--- config.mk ---
export PLATFORM = sky130hd
export DESIGN_NAME = tx_word_serializer
export DESIGN_NICKNAME = d
export VERILOG_FILES = /design/src/rtl/tx_ser_pkg.sv /design/src/rtl/flex_counter.sv /design/src/rtl/tx_word_serializer.sv
export SDC_FILE = /design/constraint.sdc
export NUM_CORES = 1
export LEC_CHECK = 0
export CORE_UTILIZATION = 50
export DETAILED_ROUTE_END_ITERATION = 6
export PLACE_DENSITY = 0.86
export SLEW_MARGIN = 20
export SYNTH_ARGS = -nofsm -noshare
export SYNTH_HDL_FRONTEND = slang
export SYNTH_SLANG_ARGS = --single-unit
--- constraint.sdc ---
create_clock -name clk -period 3 [get_ports clk]
set_input_delay 0.75 -clock clk [delete_from_list [all_inputs] [get_ports clk]]
set_output_delay 0.75 -clock clk [all_outputs]
set_load 0.1 [all_outputs]
--- src/rtl/tx_ser_pkg.sv ---
// -----------------------------------------------------------------------------
// tx_ser_pkg
// Shared definitions for the word serializer:
//   tx_state_e  - serializer FSM state encoding (IDLE, SHIFT, DONE)
//   IDLE_LEVEL  - level driven on the serial line whenever no bit is presented
// -----------------------------------------------------------------------------
package tx_ser_pkg;

  typedef enum logic [1:0] {
    IDLE  = 2'd0,
    SHIFT = 2'd1,
    DONE  = 2'd2
  } tx_state_e;

  localparam logic IDLE_LEVEL = 1'b1;

endpackage : tx_ser_pkg

--- src/rtl/flex_counter.sv ---
// -----------------------------------------------------------------------------
// flex_counter
// Programmable-rollover up counter. After a clear it sits at 0; when enabled it
// counts 1..rollover_val and wraps back to 1.
//
// Ports:
//   clk           in   system clock, rising edge
//   n_rst         in   asynchronous active-low reset (count_out -> 0)
//   clear         in   synchronous clear to 0, dominates count_enable
//   count_enable  in   advance the count this cycle
//   rollover_val  in   terminal count (NUM_CNT_BITS)
//   count_out     out  current count (NUM_CNT_BITS)
//   rollover_flag out  high in the cycle whose rising edge loads rollover_val,
//                      i.e. the cycle that completes a full count period
// -----------------------------------------------------------------------------
module flex_counter #(
  parameter int NUM_CNT_BITS = 4
) (
  input  logic                    clk,
  input  logic                    n_rst,
  input  logic                    clear,
  input  logic                    count_enable,
  input  logic [NUM_CNT_BITS-1:0] rollover_val,
  output logic [NUM_CNT_BITS-1:0] count_out,
  output logic                    rollover_flag
);

  logic [NUM_CNT_BITS-1:0] next_count;

  always_comb begin
    next_count = count_out + NUM_CNT_BITS'(1);
    if (count_out == rollover_val) begin
      next_count = NUM_CNT_BITS'(1);
    end
  end

  // Flag is combinational so the consumer can act on the same edge at which
  // the period completes, without a one-cycle lag.
  assign rollover_flag = count_enable && !clear && (next_count == rollover_val);

  always_ff @(posedge clk or negedge n_rst) begin
    if (!n_rst) begin
      count_out <= '0;
    end else if (clear) begin
      count_out <= '0;
    end else if (count_enable) begin
      count_out <= next_count;
    end
  end

endmodule : flex_counter

--- src/rtl/tx_word_serializer.sv ---
// -----------------------------------------------------------------------------
// tx_word_serializer
// Accepts a parallel word through a valid/ready handshake and shifts it out on
// serial_out, holding each bit for CLKS_PER_BIT cycles. A one-cycle done pulse
// follows the final bit period, then the block returns to IDLE.
//
// Handshake: a word transfers on a rising edge where load_valid=1 and
// load_ready=1 (and abort=0). load_ready is high only in IDLE; load_valid may
// be held high to stream words back to back. load_data is only sampled on the
// transfer edge.
//
// Ports:
//   clk          in   system clock, rising edge
//   n_rst        in   asynchronous active-low reset
//   load_valid   in   upstream offers load_data
//   load_data    in   parallel word (NUM_BITS)
//   load_ready   out  block can accept a word this cycle
//   abort        in   synchronous cancel; dominates the handshake
//   serial_out   out  serial line, idles at IDLE_LEVEL
//   busy         out  a word is being shifted
//   done         out  one-cycle pulse after the last bit period
//   dbg_state    out  FSM state
//   dbg_bit_idx  out  index of the bit currently on the line
//   dbg_bit_cnt  out  bit-period counter value
// -----------------------------------------------------------------------------
module tx_word_serializer
  import tx_ser_pkg::*;
#(
  parameter int NUM_BITS     = 8,
  parameter int CLKS_PER_BIT = 4,
  parameter bit MSB_FIRST    = 1'b1
) (
  input  logic                              clk,
  input  logic                              n_rst,
  input  logic                              load_valid,
  input  logic [NUM_BITS-1:0]               load_data,
  output logic                              load_ready,
  input  logic                              abort,
  output logic                              serial_out,
  output logic                              busy,
  output logic                              done,
  output tx_state_e                         dbg_state,
  output logic [$clog2(NUM_BITS+1)-1:0]     dbg_bit_idx,
  output logic [$clog2(CLKS_PER_BIT+1)-1:0] dbg_bit_cnt
);

  localparam int IDX_W = $clog2(NUM_BITS + 1);
  localparam int CNT_W = $clog2(CLKS_PER_BIT + 1);

  localparam logic [IDX_W-1:0] LAST_IDX = IDX_W'(NUM_BITS - 1);
  localparam logic [CNT_W-1:0] CPB_VAL  = CNT_W'(CLKS_PER_BIT);

  tx_state_e           state;
  tx_state_e           next_state;
  logic [NUM_BITS-1:0] shift_q;
  logic [IDX_W-1:0]    bit_idx;
  logic [CNT_W-1:0]    bit_cnt;

  logic handshake;
  logic period_end;
  logic last_bit;
  logic timer_clear;
  logic timer_enable;

  // abort has priority: an abort in IDLE blocks the capture entirely.
  assign handshake = (state == IDLE) && load_valid && !abort;

  // ---------------------------------------------------------------------------
  // Bit-period timer
  // ---------------------------------------------------------------------------
  assign timer_enable = (state == SHIFT);
  assign timer_clear  = handshake || abort || (state == DONE);

  flex_counter #(
    .NUM_CNT_BITS (CNT_W)
  ) u_bit_timer (
    .clk           (clk),
    .n_rst         (n_rst),
    .clear         (timer_clear),
    .count_enable  (timer_enable),
    .rollover_val  (CPB_VAL),
    .count_out     (bit_cnt),
    .rollover_flag (period_end)
  );

  assign last_bit = period_end && (bit_idx == LAST_IDX);

  // ---------------------------------------------------------------------------
  // FSM
  // ---------------------------------------------------------------------------
  always_ff @(posedge clk or negedge n_rst) begin
    if (!n_rst) begin
      state <= IDLE;
    end else begin
      state <= next_state;
    end
  end

  always_comb begin
    next_state = state;
    load_ready = 1'b0;
    busy       = 1'b0;
    done       = 1'b0;
    serial_out = IDLE_LEVEL;
    unique case (state)
      IDLE: begin
        load_ready = 1'b1;
        if (handshake) begin
          next_state = SHIFT;
        end
      end
      SHIFT: begin
        busy       = 1'b1;
        serial_out = MSB_FIRST ? shift_q[NUM_BITS-1] : shift_q[0];
        if (abort) begin
          next_state = IDLE;
        end else if (last_bit) begin
          next_state = DONE;
        end
      end
      DONE: begin
        // A cancel landing on the DONE cycle suppresses the completion pulse.
        done       = !abort;
        next_state = IDLE;
      end
      default: begin
        next_state = IDLE;
      end
    endcase
  end

  // ---------------------------------------------------------------------------
  // Shift register and bit index
  // ---------------------------------------------------------------------------
  always_ff @(posedge clk or negedge n_rst) begin
    if (!n_rst) begin
      shift_q <= '0;
    end else if (handshake) begin
      shift_q <= load_data;
    end else if (period_end && !abort) begin
      // Advance toward the output end; the vacated end fills with 0.
      if (MSB_FIRST) begin
        shift_q <= {shift_q[NUM_BITS-2:0], 1'b0};
      end else begin
        shift_q <= {1'b0, shift_q[NUM_BITS-1:1]};
      end
    end
  end

  always_ff @(posedge clk or negedge n_rst) begin
    if (!n_rst) begin
      bit_idx <= '0;
    end else if (handshake || abort || (state == DONE)) begin
      bit_idx <= '0;
    end else if (period_end) begin
      bit_idx <= bit_idx + IDX_W'(1);
    end
  end

  assign dbg_state   = state;
  assign dbg_bit_idx = bit_idx;
  assign dbg_bit_cnt = bit_cnt;

endmodule : tx_word_serializer

Word-level counts from Yosys, hierarchy flattened
Index checks and enable logic that the tools add are counted.
{ "classes": {"addsub": 2, "eq_ne": 7, "muxes": 15, "reduce_logical": 15} }
{ "op_table": {"columns": ["operator", "n"], "rows": [
  ["8-bit 2-to-1 mux", 2],
  ["3-bit 2-to-1 mux", 3],
  ["4-bit 2-to-1 mux", 2],
  ["3-bit equality test (second input constant)", 2],
  ["1-bit logical AND", 6],
  ["2-bit 2-to-1 mux", 3],
  ["2-bit nonzero test", 3],
  ["4-bit by 1-bit adder with 4-bit output (second input constant)", 1],
  ["4-bit by 3-bit equality test with 1-bit output (second input constant)", 1],
  ["1-bit 2-to-1 mux", 4],
  ["2-bit one-hot mux with 2 select lines", 1],
  ["3-bit by 1-bit adder with 3-bit output (second input constant)", 1],
  ["3-bit != test (second input constant)", 1],
  ["2-bit by 1-bit equality test with 1-bit output (second input constant)", 1],
  ["2-bit equality test (second input constant)", 1],
  ["1-bit logical NOT", 2],
  ["2-bit logical NOT", 1],
  ["1-bit logical OR", 2],
  ["2-bit != test (second input constant)", 1],
  ["2-bit AND reduction", 1]
]} }
{ "word_totals": {"register_bits": 17, "input_bits": 12, "output_inout_bits": 13, "elab_cells": 43} }

Logic depth before layout (Yosys ltp)
Gate-level depths: netlist of the first run.
{ "logic_depth": {"ltp_word": 12, "ltp_mapped": 7, "mapped_depth_nobuf": 6} }

Modules after synthesis
Synthesis of the first run repeated with hierarchy kept, for this count alone.
{ "hier_totals": {"hier_cells": 99, "area_unflattened_um2": 1031.0} }
{ "modules_own_cells": {"columns": ["mod", "instances", "cells_per_inst", "area_per_inst_um2", "seq_area_each_um2"], "rows": [
  ["tx_word_serializer", 1, 73, 782.0, 350.3],
  ["flex_counter", 1, 26, 249.0, 75.1]
]} }

Worst setup path after synthesis of the first run
Ideal clock, no wire load.
{ "synth_path": {"kind": "reg-to-output", "start": "register state[1] (netlist: dbg_state[1])", "end": "output port done", "arrival_ns": 3.316, "slack_ns": -1.066, "path_stages_with_launch": 2, "path_buffers": 0, "path_cell_list": "dfrtp_1 > nor3b_1"} }
{ "synth_between": {"elab_chain_cells": 2} }
{ "synth_rtl": {"columns": ["element", "line", "text"], "rows": [
  ["from (decl)", "tx_word_serializer.sv:53", "tx_state_e state;"],
  ["from (signal assigned)", "tx_word_serializer.sv:95", "state <= next_state;"],
  ["2-bit equality test", "tx_word_serializer.sv:105", "unique case (state)"],
  ["1-bit 2-to-1 mux", "tx_word_serializer.sv:105", null],
  ["to (decl)", "tx_word_serializer.sv:41", "output logic done,"]
]} }
No other way between the ends.

Final worst setup path of the first run
{ "layout_path": {"start": "input port abort", "end": "output port done"} }
{ "layout_between": {"elab_chain_cells": 2} }
{ "layout_rtl": {"columns": ["element", "line", "text"], "rows": [
  ["from (decl)", "tx_word_serializer.sv:38", "input logic abort,"],
  ["1-bit logical NOT", "tx_word_serializer.sv:123", "done = !abort;"],
  ["1-bit 2-to-1 mux", "tx_word_serializer.sv:105", null]
]} }
No other way between the ends.

==> results of run 1 <==
cell usage after synthesis:
cell type | instances | area (sq um)
dfrtp_1 | 17 | 425
nor2_1 | 11 | 41.3
a21oi_1 | 10 | 50.1
mux2i_1 | 7 | 70.1
o21ai_0 | 7 | 35.0
inv_1 | 6 | 22.5
nand3_1 | 6 | 30.0
nand2_1 | 5 | 18.8
ha_1 | 3 | 37.5
buf_2 | 2 | 10.0
nor2b_1 | 2 | 12.5
or3_1 | 2 | 12.5
a32o_1 | 1 | 10.0
buf_6 | 1 | 11.3
nand2b_1 | 1 | 6.26
nand4b_1 | 1 | 8.76
nor3b_1 | 1 | 7.51
nor3b_2 | 1 | 12.5
nor3b_4 | 1 | 18.8
o211ai_4 | 1 | 21.3
o21ba_2 | 1 | 10.0
o21bai_1 | 1 | 7.51
or2b_1 | 1 | 7.51
or4b_1 | 1 | 10.0
cells by family (layout without fill, tap and decap cells):
| family | after synthesis | after routing |
|---|---|---|
| and+or+nand+nor | 33 | 33 |
| DFF | 17 | 17 |
| AOI/OAI and AO/OA | 21 | 21 |
| buffers and inverters | 9 | 34 |
| muxes | 7 | 7 |
| adders and majority gates | 3 | 3 |
stage by stage:
step	power, mW	hold slack [ps]	instances	instance area [sq um]	util, %
3_3_place_gp	0.421	485	135	1150	71.9
2_1_floorplan	0.382	454	90	917	-
3_5_place_dp	0.426	516	135	1150	71.9
4_1_cts	0.547	544	139	1170	73.5
5_1_grt	0.566	596	139	1170	73.5
6_report	0.540	540	139	1170	73.5
power breakdown:
part / internal (mW) / leakage [nW] / switching (mW)
registers: 0.254 / 0.210 / 0.0179
clock network: 0.0516 / 0.0150 / 0.0677
logic: 0.0506 / 0.316 / 0.0987
total: 0.356 / 0.541 / 0.184
routing by layer:
| metal | vias up | track usage, % | routed length [um] |
|---|---|---|---|
| li1 | 364 | - | - |
| met5 | - | 0 | 0 |
| met4 | 0 | 12.7 | 23 |
| met1 | 337 | 24.1 | 795 |
| met2 | 25 | 37.6 | 889 |
| met3 | 4 | 2.86 | 67 |
sequential cells by signal (all words and copies together), names as in the netlist:
signal,cells
u_bit_timer.count_out,3
dbg_state,2
shift_q,8
dbg_bit_idx,4
final cells by class:
cell class	count	area, sq um	share of cell area (%)
timing repair buffer	24	220	18.8
sequential	17	428	36.5
clock buffer	4	26.3	2.24
inverter	6	26.3	2.24
tap	24	30.0	2.56
multi-input combinational	64	442	37.7
critical path: stages:
cell and delay [ps]:
clkdlybuf4s50_1 530, nor3b_4 270, buf_12 200
final timing paths:
check,end
min,shift_q[0]
max in group asynchronous,dbg_state[0]
min reg2reg,shift_q[0]
max reg2reg,dbg_bit_idx[3]
max,done
min in group asynchronous,dbg_bit_idx[1]
==> run_results.csv, run 1 <==
group,metric,value,unit
route,viasPerCell,5.25,
power,p_per_area,461,nW/um^2
cells_and_area,drive_gt1_share,21.7,%
route,drt_pass1_iterations,4,
sta,finalCritPeriodShare,83.7,%
global_routing,grt_max_degree,18,
sta,finalMaxSlewViolations,0,
cells_and_area,diodes,0,
critical_path,cp-end-kind,"output pin",
cells_and_area,final_nets,131,
yosys,yosys_warnings,0,
placement,gp_congestion,0.766,
global_routing,grt_overflow,0,
global_routing,grt_pass1_wl,2930,um
yosys,synth-compound-area-share,14.9,%
yosys,synth_fa_ha_area_share,4.18,%
run,maxCapViolCount,0,
critical_path,crit_fanout,5,
yosys,synth_top_family_by_area,"simple AND/OR/NAND/NOR gates",
critical_path,rrSetupSlack,1030,ps
yosys,ys_seq_area_share,47.4,%
clock_network,cts_tree,"yes",
route,wire_per_inst,12.8,um
critical_path,path_class,"in -> out",
critical_path,cp-start-kind,"input pin",
sta,setup_viol,0,
worst_hold_path,min_path_cells,2,
floorplan,ioPinCount,25,
yosys,yosys.area_share.simple,20.8,%
clock_network,cts_resized,0,
power,ir_drop,0.000319,V
route,drt-total-wl,1780,um
clock_network,cts_sinks,17,
worst_hold_path,hold_start,"shift_q[0]",
floorplan,dieWidth,44.4,um
yosys,ys_types,24,
route,drcViolationCount,0,
cells_and_area,area_delta_synth_final,30.7,%
clock_network,cts_root_buf,"clkbuf_4",
yosys,synth_area_per_cell,9.97,sq um
yosys,syn_area,897,sq um
clock_network,cts_buffers,3,
cells_and_area,mostFrequentLayoutCells,"dfrtp_1, buf_4, nor2_1, clkdlybuf4s50_1, a21oi_1",
cells_and_area,n_fill_cell,126,
sta,fin_ws,488,ps
power,power_leakage,0.541,nW
placement,io_buffer_count,24,
yosys,syn-num-nets,105,
global_routing,antenna_found_initial,0,
placement,dp_hpwl,1360,um
floorplan,dieArea,1970,sq um
critical_path,cp_data_required_time,2250,ps
sta,fmax,398,MHz
sta,rsz0062_at_grt,"false",
clock_network,cts_htree_levels,1,
route,vias,730,
clock_network,max-clock-path-buffers,2,
critical_path,startpoint,"abort",
yosys,muxShareOfSynthArea,7.81,%
global_routing,grt_pass1_vias,689,
sta,post-route-min-period,2510,ps
critical_path,ff2ff_path_depth,6,
sta,final_hold_viol_count,0,
sta,skew,4.58,ps
sta,max_slew_margin,48.5,%
route,drtIter0Drc,10,
floorplan,initial_utilization,56.3,%
yosys,synthCells,90,
clock_network,clk_pin_slew,90,ps
critical_path,worstPathArrival,1760,ps
floorplan,rows,14,
critical_path,r2r_start,"u_bit_timer.count_out[0]",
global_routing,grt_usage,21.2,%
floorplan,fp.dieH,44.4,um
clock_network,cts_hold_buf,0,
worst_hold_path,hold_class,"reg -> reg",
clock_network,clk_latency,290,ps
outcome,outcome,"finished, final reports clean",
route,ant_nets,0,
sta,tightest_slew,769,ps
sta,tns,0,ps
clock_network,post-cts-setup-buffers,0,
cells_and_area,layout_commonest_cell,"dfrtp_1",
yosys,synth_xor_area_share,0,%
placement,pre_cts_ws,472,ps
floorplan,core-area,1590,sq um
yosys,ys_ff_latch,17,
Note: power is estimated with default switching activity, not from simulation.
==> run 2, diff against run 1 <==
--- a/config.mk
+++ b/config.mk
@@ -5,9 +5,9 @@
 export SDC_FILE = /design/constraint.sdc
 export NUM_CORES = 1
 export LEC_CHECK = 0
-export CORE_UTILIZATION = 50
+export CORE_UTILIZATION = 42
 export DETAILED_ROUTE_END_ITERATION = 6
-export PLACE_DENSITY = 0.86
+export PLACE_DENSITY = 0.77
 export SLEW_MARGIN = 20
 export SYNTH_ARGS = -nofsm -noshare
 export SYNTH_HDL_FRONTEND = slang
==> constraint.sdc (replaced) <==
create_clock -name clk -period 2.2 [get_ports clk]
set_input_delay 0.55 -clock clk [delete_from_list [all_inputs] [get_ports clk]]
set_output_delay 0.55 -clock clk [all_outputs]
set_load 0.1 [all_outputs]
==> run 2 against run 1 <==
  * Final area rose by 7.4%
  * Largest power group unchanged
  * Combinational power grew 55%
  * Register-to-register slack lost 610 ps
  * Clock-buffer cell count unchanged
  * Die area up 18%
==> run_results.csv, run 2 (synthesized netlist as in run 1, its figures left out) <==
group,metric,value,unit
outcome,outcome,"finished, final reports clean",
critical_path,crit_family,"buffers and inverters",
clock_network,cts_htree_levels,1,
global_routing,grt_overflow,0,
critical_path,critical_path_cell_count,3,
critical_path,cp-end-kind,"output pin",
critical_path,cp_data_required_time,1650,ps
placement,dp_hpwl,1350,um
power,p_per_area,605,nW/um^2
critical_path,r2r_start,"u_bit_timer.count_out[0]",
placement,gp_congestion,0.825,
cells_and_area,n_fill_cell,175,
clock_network,clk_latency,270,ps
global_routing,grt_max_degree,18,
clock_network,cts_buffers,3,
sta,finalCritPeriodShare,96.7,%
clock_network,cts_sinks,17,
sta,finalMaxSlewViolations,0,
critical_path,crit_end,"done",
cells_and_area,mostFrequentLayoutCells,"dfrtp_1, buf_4, clkdlybuf4s50_1, nor2_1, a21oi_1",
sta,tightest_slew,333,ps
clock_network,cts_root_buf,"clkbuf_4",
clock_network,cts_resized,0,
route,viasPerCell,4.99,
global_routing,grt_pass1_wl,2780,um
sta,post-route-min-period,2130,ps
critical_path,startpoint,"abort",
floorplan,fp.dieH,48.2,um
global_routing,antenna_found_initial,0,
sta,setup_viol,0,
cells_and_area,diodes,0,
sta,fin_ws,73.3,ps
floorplan,dieWidth,48.2,um
cells_and_area,area_delta_synth_final,40.3,%
placement,place_area,1230,sq um
sta,skew,0.991,ps
critical_path,path_class,"in -> out",
power,ir_drop,0.000347,V
route,ant_nets,0,
route,drt_pass1_iterations,3,
floorplan,initial_utilization,45.3,%
route,drt-total-wl,1730,um
global_routing,grt_usage,17.8,%
clock_network,post-cts-setup-buffers,0,
cells_and_area,finalInstanceArea,1260,sq um
worst_hold_path,hold_class,"reg -> reg",
cells_and_area,drive_gt1_share,26.9,%
critical_path,cpMaxStageDelayCell,"clkdlybuf4s50_1",
sta,final_hold_viol_count,0,
route,drtIter0Drc,2,
floorplan,core-area,1980,sq um
cells_and_area,regMostFlops,"shift_q",
critical_path,ff2ff_path_depth,7,
floorplan,rows,16,
sta,max_slew_margin,77.8,%
cells_and_area,fin_cells,146,
route,drcViolationCount,0,
critical_path,r2r-end,"shift_q[6]",
clock_network,cts_hold_buf,0,
sta,fmax,470,MHz
global_routing,grt_pass1_vias,662,
critical_path,crit_chain,"clkdlybuf4s50_1, nor3b_4, buf_12",
clock_network,clk_pin_slew,90,ps
placement,io_buffer_count,24,
critical_path,worstPathArrival,1580,ps
placement,pre_cts_ws,20.1,ps
sta,rsz0062_at_grt,"false",
route,wire_per_inst,11.8,um
critical_path,cp-start-kind,"input pin",
route,vias,729,
critical_path,cpPeakStageDelay,540,ps
clock_network,cts_tree,"yes",
power,power_leakage,0.578,nW
cells_and_area,largest_reg_flops,8,
floorplan,ioPinCount,25,
critical_path,crit_fanout,5,
floorplan,dieArea,2320,sq um
critical_path,rrSetupSlack,420,ps
run,maxCapViolCount,0,
cells_and_area,final_nets,135,
placement,place_inst,142,
critical_path,crit_buf_inv,2,
clock_network,max-clock-path-buffers,2,
-- run 2: worst min-delay path by stage --
stage | start | end | slack [ps] | depth (start not counted)
global placement | shift_q[0] | shift_q[0] | 490 | 2
detailed placement | shift_q[0] | shift_q[0] | 520 | 2
floorplan | n_rst | dbg_bit_idx[0] | 250 | 0
CTS | shift_q[0] | shift_q[0] | 550 | 2
global route | shift_q[0] | shift_q[0] | 590 | 2
finish | shift_q[0] | shift_q[0] | 530 | 2
-- run 2: metal layers --
metal / wire length [um] / global-route usage [%] / share of wire (%) / up-vias
met2: 903 / 30.7 / 52 / 18
met1: 737 / 22.1 / 43 / 337
li1: - / - / - / 372
met5: 0 / 0 / 0 / -
met3: 74 / 2.22 / 4.3 / 2
met4: 13 / 7.78 / 0.75 / 0
-- run 2: final cells by class --
class                   instances  area [sq um]  area share, %
multi-input cells              64           449           35.7
flip-flops and latches         17           435           34.6
repair buffers                 28           288           22.9
well taps                      27          33.8           2.68
clock buffers                   4          26.3           2.09
inverters                       6          26.3           2.09
-- run 2: through the flow --
| step | power, mW | util (%) | hold slack [ps] | TNS, ps |
|---|---|---|---|---|
| final | 0.762 | 63.5 | 533 | 0 |
| after global routing | 0.808 | 63.5 | 586 | 0 |
| after CTS | 0.772 | 63.5 | 549 | 0 |
| after detailed placement | 0.612 | 62.2 | 525 | 0 |
| after global placement | 0.604 | 62.2 | 487 | 0 |
| after floorplan | 0.527 | - | 254 | -207 |
-- run 2: worst min-delay path, stage by stage, from the launching register on --
cell	delay, ps
dfrtp_1	370
nand3_1	60
o21ai_0	70
-- run 2: where the power goes --
part	switching (mW)	leakage, nW	internal (mW)
clock network	0.0891	0.0150	0.0701
registers	0.0239	0.207	0.347
logic	0.141	0.356	0.0907
total	0.254	0.578	0.508
==> run 3, diff against run 2 <==
--- a/config.mk
+++ b/config.mk
@@ -5,9 +5,11 @@
 export SDC_FILE = /design/constraint.sdc
 export NUM_CORES = 1
 export LEC_CHECK = 0
-export CORE_UTILIZATION = 42
+export CAP_MARGIN = 40
+export CORE_ASPECT_RATIO = 0.6
+export CORE_UTILIZATION = 30
 export DETAILED_ROUTE_END_ITERATION = 6
-export PLACE_DENSITY = 0.77
+export PLACE_DENSITY = 0.59
 export SLEW_MARGIN = 20
 export SYNTH_ARGS = -nofsm -noshare
 export SYNTH_HDL_FRONTEND = slang
==> run 3 against run 2 <==
  * Clock-buffer cell count unchanged
  * Sequential share of layout area decreased by 1.1 points
  * Maximum frequency grew 0.35%
  * First-iteration DRC count rose to 19 times the previous value
  * Critical endpoint unchanged
  * Largest cell class unchanged
  * Largest power group unchanged
==> run_results.csv, run 3 (synthesized netlist as in run 1, its figures left out) <==
group,metric,value,unit
outcome,outcome,"finished, final reports clean",
power,p_per_area,643,nW/um^2
sta,max_slew_margin,76.7,%
sta,setup_viol,0,
placement,gp_congestion,0.845,
placement,dp_hpwl,1540,um
cells_and_area,multi_input_area,449,sq um
critical_path,cp-start-kind,"input pin",
global_routing,grt_usage,15.2,%
sta,fmax,472,MHz
power,ir_drop,0.000519,V
power,power_leakage,0.590,nW
clock_network,cts_root_buf,"clkbuf_8",
global_routing,grt_pass1_vias,724,
critical_path,cp-end-kind,"output pin",
critical_path,path_class,"in -> out",
clock_network,cts_tree,"yes",
placement,io_buffer_count,24,
route,viasPerCell,4.60,
cells_and_area,largest_reg_flops,8,
critical_path,crit_fanout,5,
floorplan,ioPinCount,25,
floorplan,core-area,2660,sq um
clock_network,cts_buffers,3,
placement,pre_cts_ws,57.9,ps
route,drt-total-wl,2020,um
sta,tightest_slew,348,ps
power,finalPower,0.837,mW
floorplan,rows,14,
floorplan,initial_utilization,33.7,%
global_routing,grt_max_degree,18,
route,drtIter0Drc,38,
clock_network,cts_resized,0,
cells_and_area,mostFrequentLayoutCells,"buf_4, dfrtp_1, clkdlybuf4s50_1, nor2_1, a21oi_1",
floorplan,dieArea,3220,sq um
route,vias,736,
cells_and_area,final_nets,136,
sta,post-route-min-period,2120,ps
floorplan,fp.dieH,44.4,um
worst_hold_path,hold_class,"reg -> reg",
sta,skew,0.956,ps
route,ant_nets,0,
route,wire_per_inst,12.6,um
sta,rsz0062_at_grt,"false",
sta,finalCritPeriodShare,96.3,%
placement,place_area,1260,sq um
cells_and_area,n_fill_cell,261,
clock_network,post-cts-setup-buffers,0,
global_routing,grt_overflow,0,
clock_network,clk_latency,250,ps
global_routing,grt_pass1_wl,3510,um
cells_and_area,drive_gt1_share,27.5,%
cells_and_area,area_delta_synth_final,45.0,%
clock_network,clk_pin_slew,60,ps
clock_network,cts_sinks,17,
sta,fin_ws,80.7,ps
cells_and_area,finalInstanceArea,1300,sq um
sta,finalMaxSlewViolations,0,
cells_and_area,diodes,0,
sta,final_hold_viol_count,0,
cells_and_area,regMostFlops,"shift_q",
run,maxCapViolCount,0,
route,drt_pass1_iterations,4,
cells_and_area,register_area,435,sq um
route,drcViolationCount,0,
clock_network,cts_hold_buf,0,
global_routing,antenna_found_initial,0,
clock_network,max-clock-path-buffers,2,
cells_and_area,layout_commonest_cell,"buf_4",
clock_network,cts_htree_levels,1,
floorplan,dieWidth,72.6,um
critical_path,worstPathArrival,1570,ps
cells_and_area,post-route-util,48.9,%
critical_path,cp_data_required_time,1650,ps
==> run 3: changes by cell type in the layout (fill, tap and decap cells not counted), sizes merged <==
cell / previous run / this run
buf: 17 / 18
==> run 3: worst paths after layout <==
path | start | endpoint | slack [ps] | depth (start not counted)
setup / recovery | abort | done | 80 | 3
hold / removal | shift_q[0] | shift_q[0] | 520 | 2
setup reg to reg | u_bit_timer.count_out[0] | dbg_bit_idx[3] | 460 | 6
hold reg to reg | shift_q[0] | shift_q[0] | 520 | 2
max in group asynchronous | n_rst | dbg_state[0] | 1370 | 2
min in group asynchronous | n_rst | shift_q[1] | 620 | 2
==> run 3: per-layer routing <==
| metal | vias up | share of wire [%] | global-route usage [%] |
|---|---|---|---|
| met2 | 18 | 41 | 20.0 |
| met1 | 347 | 53 | 22.3 |
| met3 | 2 | 5.6 | 5.69 |
| met4 | 0 | 0.40 | 5.88 |
| li1 | 369 | - | - |
| met5 | - | 0 | 0 |
==> run 3: power breakdown <==
group / internal (mW) / switching (mW)
registers: 0.348 / 0.0248
clock network: 0.129 / 0.103
logic: 0.0908 / 0.142
total: 0.567 / 0.270
==> run 3: critical path, cell delays in order <==
cell	delay (ps)
clkdlybuf4s50_1	540
nor3b_4	280
buf_12	200
==> run 3: layout make-up <==
class,count,area share [%]
inverters,6,2.02
flip-flops and latches,17,33.5
repair buffers,29,22.7
clock buffers,4,3.46
well taps,40,3.85
multi-input cells,64,34.5
==> run 3: through the flow <==
| step | TNS, ps | hold slack, ps | std cells |
|---|---|---|---|
| 3_5_place_dp | 0 | 506 | 156 |
| 6_report | 0 | 519 | 160 |
| 2_1_floorplan | -207 | 254 | 90 |
| 4_1_cts | 0 | 521 | 160 |
| 5_1_grt | 0 | 584 | 160 |
| 3_3_place_gp | 0 | 486 | 156 |
